[src/rtl/led_fade_pwm.sv]
// ---------------------------------------------------------------------------
// led_fade_pwm
//
// Purpose:
//   Output stage for the flow-LED shifter. Each bit of the incoming LED
//   pattern selects a brightness target: fully on (PWM_MAX) or off (0).
//   Every channel has a level register that ramps toward its target by
//   FADE_STEP once per fade tick. The level is turned into a per-channel PWM
//   waveform. The rotating light therefore leaves a soft trail instead of
//   switching hard. With fade_en low the ramp is bypassed and each level
//   follows its target on every clock.
//
// Parameters:
//   N_LED      number of LED channels
//   PWM_BITS   PWM resolution; PWM_MAX = 2^PWM_BITS - 1
//   FADE_DIV   sys_clk cycles per fade step (>= 1)
//   FADE_STEP  level change per fade step (1..PWM_MAX)
//
// Ports:
//   sys_clk    in   system clock; all logic on the rising edge
//   sys_rst_n  in   synchronous active-low reset
//   led_in     in   [N_LED] pattern from the flow shifter (same domain)
//   fade_en    in   1 = ramped fades, 0 = level jumps straight to target
//   led_out    out  [N_LED] registered PWM drive to the LED pins
//   busy       out  registered; 1 while fade_en=1 and any level differs
//                   from its target
// ---------------------------------------------------------------------------
module led_fade_pwm #(
  parameter int N_LED     = 6,
  parameter int PWM_BITS  = 8,
  parameter int FADE_DIV  = 50000,
  parameter int FADE_STEP = 1
) (
  input  logic             sys_clk,
  input  logic             sys_rst_n,
  input  logic [N_LED-1:0] led_in,
  input  logic             fade_en,
  output logic [N_LED-1:0] led_out,
  output logic             busy
);

  // The prescaler needs at least one bit, even when FADE_DIV is 1.
  localparam int DIV_W = (FADE_DIV > 1) ? $clog2(FADE_DIV) : 1;

  localparam logic [PWM_BITS-1:0] PWM_MAX  = {PWM_BITS{1'b1}};
  // PWM_MAX - 1 is the last count of a PWM period (the period is PWM_MAX
  // clocks). That makes duty = PWM_MAX a solid-on output.
  localparam logic [PWM_BITS-1:0] PWM_LAST = {{(PWM_BITS-1){1'b1}}, 1'b0};
  localparam logic [DIV_W-1:0]    DIV_LAST = DIV_W'(FADE_DIV - 1);

  // Ramp arithmetic uses one extra bit so that a step past PWM_MAX is
  // visible and can be clamped. It must never wrap back to a low level.
  localparam logic [PWM_BITS:0]   STEP_EXT = (PWM_BITS + 1)'(FADE_STEP);
  localparam logic [PWM_BITS:0]   MAX_EXT  = {1'b0, PWM_MAX};

  logic [PWM_BITS-1:0] pwm_cnt;
  logic [DIV_W-1:0]    div_cnt;
  logic [N_LED-1:0]    led_in_q;

  logic [PWM_BITS-1:0] level     [N_LED];
  logic [PWM_BITS-1:0] duty      [N_LED];
  logic [PWM_BITS-1:0] target    [N_LED];
  logic [PWM_BITS-1:0] level_nxt [N_LED];

  logic pwm_wrap;
  logic fade_tick;
  logic any_diff;

  assign pwm_wrap  = (pwm_cnt == PWM_LAST);
  assign fade_tick = (div_cnt == DIV_LAST);

  // PWM period counter and fade prescaler. Both free-run; the prescaler
  // keeps ticking during bypass, so re-enabling fades stays in phase.
  always_ff @(posedge sys_clk) begin
    if (!sys_rst_n) begin
      pwm_cnt <= '0;
      div_cnt <= '0;
    end else begin
      pwm_cnt <= pwm_wrap  ? '0 : pwm_cnt + 1'b1;
      div_cnt <= fade_tick ? '0 : div_cnt + 1'b1;
    end
  end

  // Register the shifter pattern once before it is used to derive targets.
  always_ff @(posedge sys_clk) begin
    if (!sys_rst_n) begin
      led_in_q <= '0;
    end else begin
      led_in_q <= led_in;
    end
  end

  // Per-channel target and next level. Each channel is evaluated on its own,
  // so a channel ramping up never affects a neighbour ramping down. When the
  // target reverses mid-ramp, the level simply moves the other way from
  // where it is.
  always_comb begin
    logic [PWM_BITS:0] up_sum;
    logic [PWM_BITS:0] lvl_ext;
    any_diff = 1'b0;
    up_sum   = '0;
    lvl_ext  = '0;
    for (int i = 0; i < N_LED; i++) begin
      target[i]    = led_in_q[i] ? PWM_MAX : '0;
      level_nxt[i] = level[i];
      lvl_ext      = {1'b0, level[i]};
      up_sum       = lvl_ext + STEP_EXT;

      if (level[i] != target[i]) begin
        any_diff = 1'b1;
      end

      if (!fade_en) begin
        level_nxt[i] = target[i];
      end else if (fade_tick) begin
        if (level[i] < target[i]) begin
          level_nxt[i] = (up_sum > MAX_EXT) ? PWM_MAX : up_sum[PWM_BITS-1:0];
        end else if (level[i] > target[i]) begin
          level_nxt[i] = (lvl_ext > STEP_EXT) ?
                         (level[i] - STEP_EXT[PWM_BITS-1:0]) : '0;
        end
      end
    end
  end

  // Level, duty and output registers per channel. Duty is only reloaded
  // on the last count of a period, so a ramp cannot cut a pulse short
  // mid-period. The output compares the current counter with the current
  // duty, so the output lags pwm_cnt by one clock.
  always_ff @(posedge sys_clk) begin
    if (!sys_rst_n) begin
      for (int i = 0; i < N_LED; i++) begin
        level[i] <= '0;
        duty[i]  <= '0;
      end
      led_out <= '0;
    end else begin
      for (int i = 0; i < N_LED; i++) begin
        level[i] <= level_nxt[i];
        if (pwm_wrap) begin
          duty[i] <= level[i];
        end
        led_out[i] <= (pwm_cnt < duty[i]);
      end
    end
  end

  // busy reports an unfinished ramp. It uses this clock's register values,
  // so it drops one clock after the last channel reaches its target. It
  // stays low throughout bypass.
  always_ff @(posedge sys_clk) begin
    if (!sys_rst_n) begin
      busy <= 1'b0;
    end else begin
      busy <= fade_en & any_diff;
    end
  end

endmodule
[config.mk]
export PLATFORM = sky130hd
export DESIGN_NAME = led_fade_pwm
export DESIGN_NICKNAME = d
export VERILOG_FILES = /design/src/rtl/led_fade_pwm.sv
export SDC_FILE = /design/constraint.sdc
export NUM_CORES = 1
export LEC_CHECK = 0
export CAP_MARGIN = 20
export CORE_ASPECT_RATIO = 1.25
export CORE_MARGIN = 2
export CORE_UTILIZATION = 40
export CTS_CLUSTER_DIAMETER = 200
export DETAILED_ROUTE_END_ITERATION = 8
export SLEW_MARGIN = 30
export SYNTH_ARGS = -nofsm -noshare
export SYNTH_HDL_FRONTEND = slang
export SYNTH_SLANG_ARGS = --single-unit
[constraint.sdc]
create_clock -name sys_clk -period 6.6 [get_ports sys_clk]
set_clock_uncertainty 0.15 [all_clocks]
set_input_delay 1.65 -clock sys_clk [delete_from_list [all_inputs] [get_ports sys_clk]]
set_output_delay 1.65 -clock sys_clk [all_outputs]
set_load 0.02 [all_outputs]
==> key figures, run 1 <==
Cells and area
  – Final antenna diode count: 0
  – Post-route cell area: 0.0108 mm²
  – Fin util: 44.5%
  – Final #Nets: 1,265
  – Share of layout cells above drive strength 1: 5.45%
  – Area delta synth->final: 10.5%
  – Final std cells w/o fill: 1,487

Routing
  – Vias per std cell: 5.89
  – Vias: 8,760
  – # DRC: 0
  – DRT antenna net count: 0
  – Avg WL per Cell: 17.3 µm
  – DRT Wirelength: 25,800 µm
  – Pre-antenna DRT Iters: 5
  – DRT iter0 DRCs: 675

Power
  – Static Leak: 4.36 nW
  – Peak supply drop: 0.000157 V
  – Pwr/cell area: 227 mW/mm²

Setup path
  – Startpoint Class: input port
  – CP endpoint kind: flip-flop
  – Worst setup path end: level[0][34]
  – CP startpoint: fade_en
  – CP required: 6.78 ns
  – Reg2Reg Launch Point: led_in_q[2]
  – CP arrival: 4.15 ns
  – Register-to-register setup slack: 3.34 ns
  – Crit Path Class: in2reg
  – Reg2reg end: level[0][23]
  – R2R cell count: 8
  – Crit path max fanout: 45

Clock tree
  – Worst skew pair latency: 0.41 ns
  – Num CTS Buffers: 17
  – Htree depth: 4
  – Clock sink count: 133
  – Post-CTS sizing: 0
  – Hold buffers post-CTS: 0
  – Setup Fix Bufs, Post-CTS: 0
  – Clock buffer depth: 2
  – CTS Root Cell: clkbuf_16
  – TritonCTS clock tree: built
  – Clock slew at reported path FFs: 0.06 ns

Timing
  – Worst Slack Setup Final: 2.63 ns
  – Setup_tns: 0 ns
  – RSZ-0062 raised after global routing: false
  – Endpoints failing setup: 0
  – Pins Over Slew Limit: 0
  – Period utilisation layout: 60.2%
  – Max Fclk: 0.252 GHz
  – Max_slew headroom: 47.7%
  – Fin. Hold Viols: 0
  – Tightest Pin Transition: 0.782 ns
  – Crit path time final: 3.97 ns

Placement
  – Dpl hpwl: 18,000 µm
  – Port Buf Inserts: 15
  – Area post-placement: 0.0102 mm²
  – Pre-CTS WS: 2.23 ns
  – DP Cell Count: 1,455
  – Global placement routability congestion: 0.948

Yosys
  – Register area share after synthesis: 32.1%
  – Synth cell types: 79
  – Ys async rst share: 0%
  – Flop and latch count out of synthesis: 133
  – Top FF cell, synth: dfxtp_1
  – Syn Std Cell Area: 0.00978 mm²
  – Yosys warning total: 0
  – Post-synth EDFFs: 48
  – Mapped Avg Cell Area: 8.43 µm²
  – Mapped Cells: 1,160
  – Mapped Nets: 1,281

Flow run
  – Max Cap Viol: 0

Outcome
  – Status: finished, final reports clean

GRT
  – Total track usage: 20.7%
  – Total grt overflow: 0
  – Vias in the first global route: 8,517
  – Largest net degree at the start of global routing: 46
  – First-pass GRT wire length: 42,700 µm
  – Initial antenna violation count: 0

Floorplan
  – IO Pins: 16
  – Starting Density: 40.3%
  – Core area: 0.0243 mm²
  – Die ar.: 0.0257 mm²
  – Die extent in x: 144 µm
  – Die Height: 179 µm
  – Cell row count: 64

Hold path
  – Hold_sp: div_cnt[0]
  – Min-Delay Path Class: reg2reg
how the worst min path moves through the flow:
| stage | slack, ns | end | cells past startpoint |
|---|---|---|---|
| after detailed placement | 0.30 | div_cnt[0] | 1 |
| after floorplan | 0.28 | div_cnt[0] | 1 |
| final | 0.31 | div_cnt[0] | 1 |
| after global placement | 0.29 | div_cnt[0] | 1 |
| after CTS | 0.32 | div_cnt[0] | 1 |
| after global routing | 0.33 | div_cnt[0] | 1 |
registers in the layout (all words and copies together) (netlist names):
name and count:
busy 1, div_cnt 16, duty 48, led_in_q 6, led_out 6, level 48
pwm_cnt 8
power by group:
group          internal, W  switching [W]  leakage, nW  total [W]
Clock             0.000598       0.000363        0.303   0.000961
Sequential        0.000892      0.0000845         1.18   0.000977
Combinational     0.000206       0.000310         2.88   0.000516
logic make-up after synthesis:
family | share of synthesized area, %
xor gates and xnor gates | 2.51
and+or+nand+nor | 22.6
DFF | 32.1
buffers and inverters | 5.49
AOI/OAI and AO/OA | 21.2
muxes | 1.71
adders and majority gates | 14.3
area by class of cell:
class / instances / area, µm²
clock buffers: 23 / 522
inverters: 85 / 319
flip-flops and latches: 133 / 3140
clock inverters: 9 / 86.3
well taps: 330 / 413
fillers: 2370 / 13500
repair buffers: 21 / 190
multi-input cells: 886 / 6130
cell usage after synthesis, drive strengths merged (10+ instances only):
library cell  instances  area [µm²]
ha                  112        1400
nor2                 94         353
o21ai                90         454
dfxtp                85        1700
inv                  85         319
a21oi                70         358
nand2                60         225
clkbuf               51         191
edfxtp               48        1440
nor3                 42         215
and2                 35         219
nand3                34         170
nor4                 32         200
a21o                 31         233
nand4                25         156
xor2                 17         149
a31oi                16         100
and3                 16         100
o211ai               15         118
nand2b               11        68.8
o311ai               11        96.3
or3                  11        68.8
xnor2                11        96.3
mux2i                10         100
cells in the final DEF (no fill, tap or decap), types with 17 or more instances in the layout:
cell / n
inv_1: 84
a21o_1: 31
xor2_1: 17
nand2_1: 59
nor4_1: 32
dfxtp_1: 85
edfxtp_1: 48
and2_1: 35
nand3_1: 34
clkbuf_16: 20
nand4_1: 25
nor3_1: 40
nor2_1: 94
ha_1: 112
a21oi_1: 68
o21ai_0: 74
per-stage QoR:
step                hold WS [ns]  total power [W]
global placement           0.294          0.00150
detailed placement         0.305          0.00150
CTS                        0.319          0.00246
finish                     0.314          0.00245
global route               0.329          0.00258
floorplan                  0.280          0.00136
metal layers:
metal  wire length, µm  global-route usage [%]  up-vias
met5                 0                       0        -
met4               659                    7.80        0
met3              1150                    3.04       64
met2             12300                    34.9      267
met1             11700                    26.9     4135
li1                  -                       -     4294
critical path: stages:
cell,delay [ns]
clkdlybuf4s50_1,0.45
buf_4,0.41
inv_1,0.44
nor2_1,0.40
nand3b_1,0.14
or3_1,0.38
o32ai_1,0.25
(Power assumes the default switching activity.)
==> run 2: changes to the inputs <==
clock period = 4 ns   (was 6.6 ns; I/O delays follow)
==> key figures, run 2 (synthesis gave the netlist of run 1 again) <==
Power
  – Total power: 0.00404 W (+65%)
  – Peak supply drop: 0.000245 V (+56%)
  – Pwr/cell area: 372 mW/mm² (+64%)
  – Switching part of the total: 31.2% (+0.28 points)
  – Combinational share of power: 21.3% (+0.3 points)
  – Clock share of power: 39.1% (about the same)
  – Sequential share of power: 39.6% (-0.2 points)
  – Internal Power: 0.00278 W (+64%)
  – Sw Pwr: 0.00126 W (+66%)
  – Static Leak: 4.40 nW (+0.91%)

GRT
  – Vias in the first global route: 8,574 (+0.67%)
  – Total grt overflow: 0 (unchanged)
  – Largest net degree at the start of global routing: 49 (+6.5%)
  – Initial antenna violation count: 0 (unchanged)
  – Total track usage: 20.6% (-0.091 points)
  – First-pass GRT wire length: 42,400 µm (-0.73%)

Flow run
  – Max Cap Viol: 0 (unchanged)

Hold path
  – Hold_sp: div_cnt[0]
  – Hold worst-path end: div_cnt[0]
  – Min-Delay Path Class: reg2reg
  – Hold depth: 1 (unchanged)

Clock tree
  – Clock buffer depth: 2 (unchanged)
  – Hold buffers post-CTS: 0 (unchanged)
  – Post-CTS sizing: 0 (unchanged)
  – Clock slew at reported path FFs: 0.06 ns (about the same)
  – Setup Fix Bufs, Post-CTS: 0 (unchanged)
  – TritonCTS clock tree: built
  – Clock sink count: 133 (unchanged)
  – Htree depth: 4 (unchanged)
  – CTS Root Cell: clkbuf_16
  – Num CTS Buffers: 17 (unchanged)
  – Worst skew pair latency: 0.43 ns (+0.02 ns)

Routing
  – Pre-antenna DRT Iters: 6 (+1)
  – Avg WL per Cell: 17.1 µm (-1.1%)
  – DRT Wirelength: 25,600 µm (-0.45%)
  – Vias per std cell: 5.86 (-0.52%)
  – DRT antenna net count: 0 (unchanged)
  – DRT iter0 DRCs: 857 (+27%)
  – Vias: 8,773 (+0.15%)
  – # DRC: 0 (unchanged)

Floorplan
  – IO Pins: 16 (unchanged)
  – Die Height: 179 µm (unchanged)
  – Cell row count: 64 (unchanged)
  – Starting Density: 40.3% (unchanged)
  – Core area: 0.0243 mm² (unchanged)
  – Die extent in x: 144 µm (unchanged)
  – Die ar.: 0.0257 mm² (unchanged)

Cells and area
  – Final antenna diode count: 0 (unchanged)
  – Top Registers: duty (48), level (48), div_cnt (16)
  – Post-route cell area: 0.0109 mm² (+0.53%)
  – Share of layout cells above drive strength 1: 6.17% (+0.72 points)
  – FILL cells: 2,369 (-0.042%)
  – Most frequent cells in the layout: ha_1 (112), nor2_1 (94), inv_1 (85), dfxtp_1 (85), o21ai_0 (74)
  – Area delta synth->final: 11.0%
  – Multi-input gate area: 0.00612 mm² (-0.14%)
  – Most common cell after layout, fill and taps aside: ha_1
  – Final #Nets: 1,275 (+0.79%)
  – Register Area: 0.00314 mm² (unchanged)

Timing
  – Crit path time final: 3.05 ns
  – Setup_tns: 0 ns (unchanged)
  – Max Fclk: 0.327 GHz
  – Period utilisation layout: 76.4%
  – Worst Slack Setup Final: 0.945 ns (-1.68 ns)
  – Max_slew headroom: 43.1% (-4.6 points)
  – Tightest Pin Transition: 0.850 ns (+0.0679 ns)
  – RSZ-0062 raised after global routing: false
  – Endpoints failing setup: 0 (unchanged)
  – Fin. Hold Viols: 0 (unchanged)
  – Pins Over Slew Limit: 0 (unchanged)

Setup path
  – Crit path max fanout: 14 (-69%)
  – Startpoint Class: flip-flop
  – Reg2Reg Launch Point: led_in_q[2]
  – Reg2reg end: level[0][23]
  – R2R cell count: 9 (+1)
  – Crit Path Class: reg2reg
  – CP required: 4.14 ns (-2.64 ns)
  – Register-to-register setup slack: 0.95 ns (-2.39 ns)
  – CP arrival: 3.19 ns (-0.96 ns)
  – CP endpoint kind: flip-flop

Placement
  – Pre-CTS WS: 0.966 ns (-1.26 ns)
  – Dpl hpwl: 18,100 µm (+0.55%)
  – Port Buf Inserts: 15 (unchanged)
  – Area post-placement: 0.0103 mm² (+0.65%)
  – Global placement routability congestion: 0.914 (-3.6%)

Outcome
  – Status: finished, final reports clean
run 2: changes by cell type in the layout (fill, tap and decap cells not counted), sizes merged:
cell,before,now
buf,7,17
clkinv,6,7
clkbuf,23,22
run 2: routing by layer:
metal / track usage (%) / part of all wire [%] / up-vias
met1: 25.1 / 43 / 4096
met2: 35.2 / 49 / 285
met4: 10.0 / 3.8 / 0
met5: 0 / 0 / -
met3: 3.45 / 4.5 / 76
li1: - / - / 4316
run 2: worst max path at each step:
stage	endpoint	depth (start not counted)	from
3_3_place_gp	level[0][21]	6	fade_en
2_1_floorplan	duty[0][0]	3	pwm_cnt[3]
6_report	level[0][23]	9	led_in_q[2]
5_1_grt	level[0][29]	9	led_in_q[3]
4_1_cts	level[0][34]	8	level[0][34]
3_5_place_dp	level[0][21]	6	fade_en
run 2: worst max-delay path, cell delays in order, from the launching register on:
cell and delay (ns):
dfxtp_1 0.41, inv_1 0.18, ha_1 0.34, nor2b_1 0.14
o211ai_2 0.14, a21oi_2 0.13, or2_1 0.44, or4b_1 0.58
a311oi_1 0.28, o32ai_1 0.12
run 2: cell type report:
class                           count  share of cell area (%)
Clock buffer                       22                    4.67
Clock inverter                     10                   0.853
Inverter                           85                    2.94
Multi-Input combinational cell    886                    56.4
Sequential cell                   133                    28.9
Tap cell                          330                    3.80
Timing Repair Buffer               31                    2.44
run 2: power groups by stage:
stage / registers, W / clock network, W / logic (W)
final: 0.00160 / 0.00158 / 0.000860
after detailed placement: 0.00163 / 0 / 0.000844
after global placement: 0.00163 / 0 / 0.000837
after global routing: 0.00161 / 0.00166 / 0.000964
after floorplan: 0.00156 / 0 / 0.000689
after CTS: 0.00160 / 0.00161 / 0.000851
run 2: stage by stage:
| stage | utilization, % | hold slack, ns | std cells |
|---|---|---|---|
| final | 44.8 | 0.310 | 1497 |
| after global routing | 44.8 | 0.343 | 1497 |
| after CTS | 44.7 | 0.315 | 1497 |
| after detailed placement | 42.3 | 0.302 | 1465 |
| after global placement | 42.3 | 0.295 | 1465 |
| after floorplan | - | 0.280 | 1160 |
==> run 3: changes to the inputs <==
clock period = 2.6 ns   (was 4 ns; I/O delays follow)
==> key figures, run 3 (synthesis gave the netlist of run 1 again) <==
Cells and area
  – Area delta synth->final: 21.6%
  – Top Registers: duty (48), level (48), div_cnt (16)
  – Share of layout cells above drive strength 1: 17.5% (+11 points)
  – Final #Nets: 1,385 (+8.6%)
  – FILL cells: 2,333 (-1.5%)
  – Most common cell after layout, fill and taps aside: buf_4
  – Most frequent cells in the layout: buf_4 (123), ha_1 (108), nor2_1 (92)
  – Fin util: 49.0% (+4.3 points)
  – Final antenna diode count: 0 (unchanged)

Placement
  – Dpl hpwl: 19,000 µm (+5.1%)
  – Global placement routability congestion: 0.927 (+1.5%)
  – Port Buf Inserts: 15 (unchanged)
  – Pre-CTS WS: -0.0234 ns (-0.989 ns)

Setup path
  – Startpoint Class: flip-flop
  – Slowest-stage cell, CP: a2111oi_4
  – Crit Path Class: reg2reg
  – Crit path max fanout: 5 (-9)
  – CP arrival: 2.68 ns (-0.51 ns)
  – CP startpoint: led_in_q[3]
  – Critical path cell sequence: inv_2 > ha_1 > and4b_1 > a2111oi_4 > o21a_1 > nor3_2 > o21a_1 > buf_4 > a311oi_2 > nor2_1
  – Critical path buffers and inverters: 2 (+1)
  – Top cell by count, worst path: o21a_1
  – Crit path max-delay family: compound AO/OA/AOI/OAI gates
  – CP required: 2.77 ns (-1.37 ns)
  – Crit path largest cell delay: 0.36 ns (-0.22 ns)
  – CP endpoint kind: flip-flop
  – Reg2Reg Launch Point: led_in_q[3]

Outcome
  – Status: finished, final reports clean

GRT
  – Total grt overflow: 0 (unchanged)
  – Total track usage: 20.7% (+0.087 points)
  – Initial antenna violation count: 0 (unchanged)
  – Largest net degree at the start of global routing: 46 (-6.1%)
  – First-pass GRT wire length: 42,700 µm (+0.70%)
  – Vias in the first global route: 8,722 (+1.7%)

Floorplan
  – Die Height: 179 µm (unchanged)
  – Die ar.: 0.0257 mm² (unchanged)
  – Cell row count: 64 (unchanged)
  – Core area: 0.0243 mm² (unchanged)
  – Die extent in x: 144 µm (unchanged)
  – Starting Density: 40.3% (unchanged)
  – IO Pins: 16 (unchanged)

Routing
  – Avg WL per Cell: 16.2 µm (-5.5%)
  – # DRC: 0 (unchanged)
  – DRT antenna net count: 0 (unchanged)
  – DRT iter0 DRCs: 713 (-17%)
  – DRT Wirelength: 26,000 µm (+1.4%)
  – Vias per std cell: 5.70 (-2.7%)
  – Vias: 9,166 (+4.5%)
  – Pre-antenna DRT Iters: 5 (-1)

Timing
  – Pins Over Slew Limit: 0 (unchanged)
  – Fin. Hold Viols: 0 (unchanged)
  – Setup_tns: 0 ns (unchanged)
  – Hold WS: 0.324 ns (+0.0136 ns)
  – Max_slew headroom: 47.8% (+4.6 points)
  – Max Fclk: 0.397 GHz (+21%)
  – Crit path time final: 2.52 ns (-0.538 ns)
  – Tightest Pin Transition: 0.773 ns (-0.0763 ns)
  – Worst Slack Setup Final: 0.0836 ns (-0.862 ns)
  – Period utilisation layout: 96.8% (+20 points)
  – Endpoints failing setup: 0 (unchanged)

Power
  – Static Leak: 4.99 nW (+13%)
  – Pwr/cell area: 542 mW/mm² (+46%)
  – Peak supply drop: 0.000368 V (+50%)

Clock tree
  – Clock slew at reported path FFs: 0.06 ns (about the same)
  – CTS Root Cell: clkbuf_16
  – Clock buffer depth: 2 (unchanged)
  – Clock sink count: 133 (unchanged)
  – Worst skew pair latency: 0.43 ns (about the same)
  – TritonCTS clock tree: built
  – Htree depth: 4 (unchanged)
  – Num CTS Buffers: 17 (unchanged)

Hold path
  – Hold_sp: div_cnt[0]
  – Min-Delay Path Class: reg2reg

Flow run
  – Max Cap Viol: 0 (unchanged)
## run 3: final timing paths
path	to	slack [ns]	cells past startpoint
max	level[0][31]	0.08	10
min	div_cnt[0]	0.32	1
min reg2reg	div_cnt[0]	0.32	1
max reg2reg	level[0][31]	0.08	10
## run 3: worst reg2reg max path, delay by kind of cell, from the launching register on
family	cells	cell delay (ns)
flip-flops	1	0.34
AND/OR/NAND/NOR	3	0.35
AO/OA/AOI/OAI	4	1.02
adder cells (fa/ha/maj)	1	0.30
buffers and inverters	2	0.25
## run 3: where the power goes
| group | total (W) | switching, W | internal, W |
|---|---|---|---|
| Clock | 0.00237 | 0.00101 | 0.00136 |
| Sequential | 0.00234 | 0.0000722 | 0.00226 |
| Combinational | 0.00174 | 0.000984 | 0.000754 |
## run 3: repair_timing
item | 4_1_cts | 5_1_grt
setup endpoints to repair | 4 | 41
pin swaps | 0 | 13
hold buffers | 0 | 0
buffers inserted | 0 | 5
gates resized for setup | 3 | 41
## run 3: routing by layer
| layer | share of wire (%) | vias up | GRT usage (%) |
|---|---|---|---|
| met2 | 49 | 230 | 36.6 |
| li1 | - | 4534 | - |
| met1 | 44 | 4332 | 25.1 |
| met4 | 3.4 | 0 | 8.25 |
| met3 | 3.7 | 70 | 3.21 |
| met5 | 0 | - | 0 |
## run 3: cell type report
cell class	instances	area, µm²	area share (%)
multi-input combinational	886	6300	53.0
sequential	133	3150	26.4
timing repair buffer	141	1130	9.49
clock buffer	19	475	4.00
tap	330	413	3.47
inverter	85	324	2.72
clock inverter	13	108	0.905
## run 3: stage by stage
stage	std cells	cell area [µm²]	total power (W)
floorplan	1160	9820	0.00347
global placement	1570	11100	0.00401
detailed placement	1570	11100	0.00403
CTS	1602	11700	0.00643
global route	1607	11900	0.00678
finish	1607	11900	0.00645
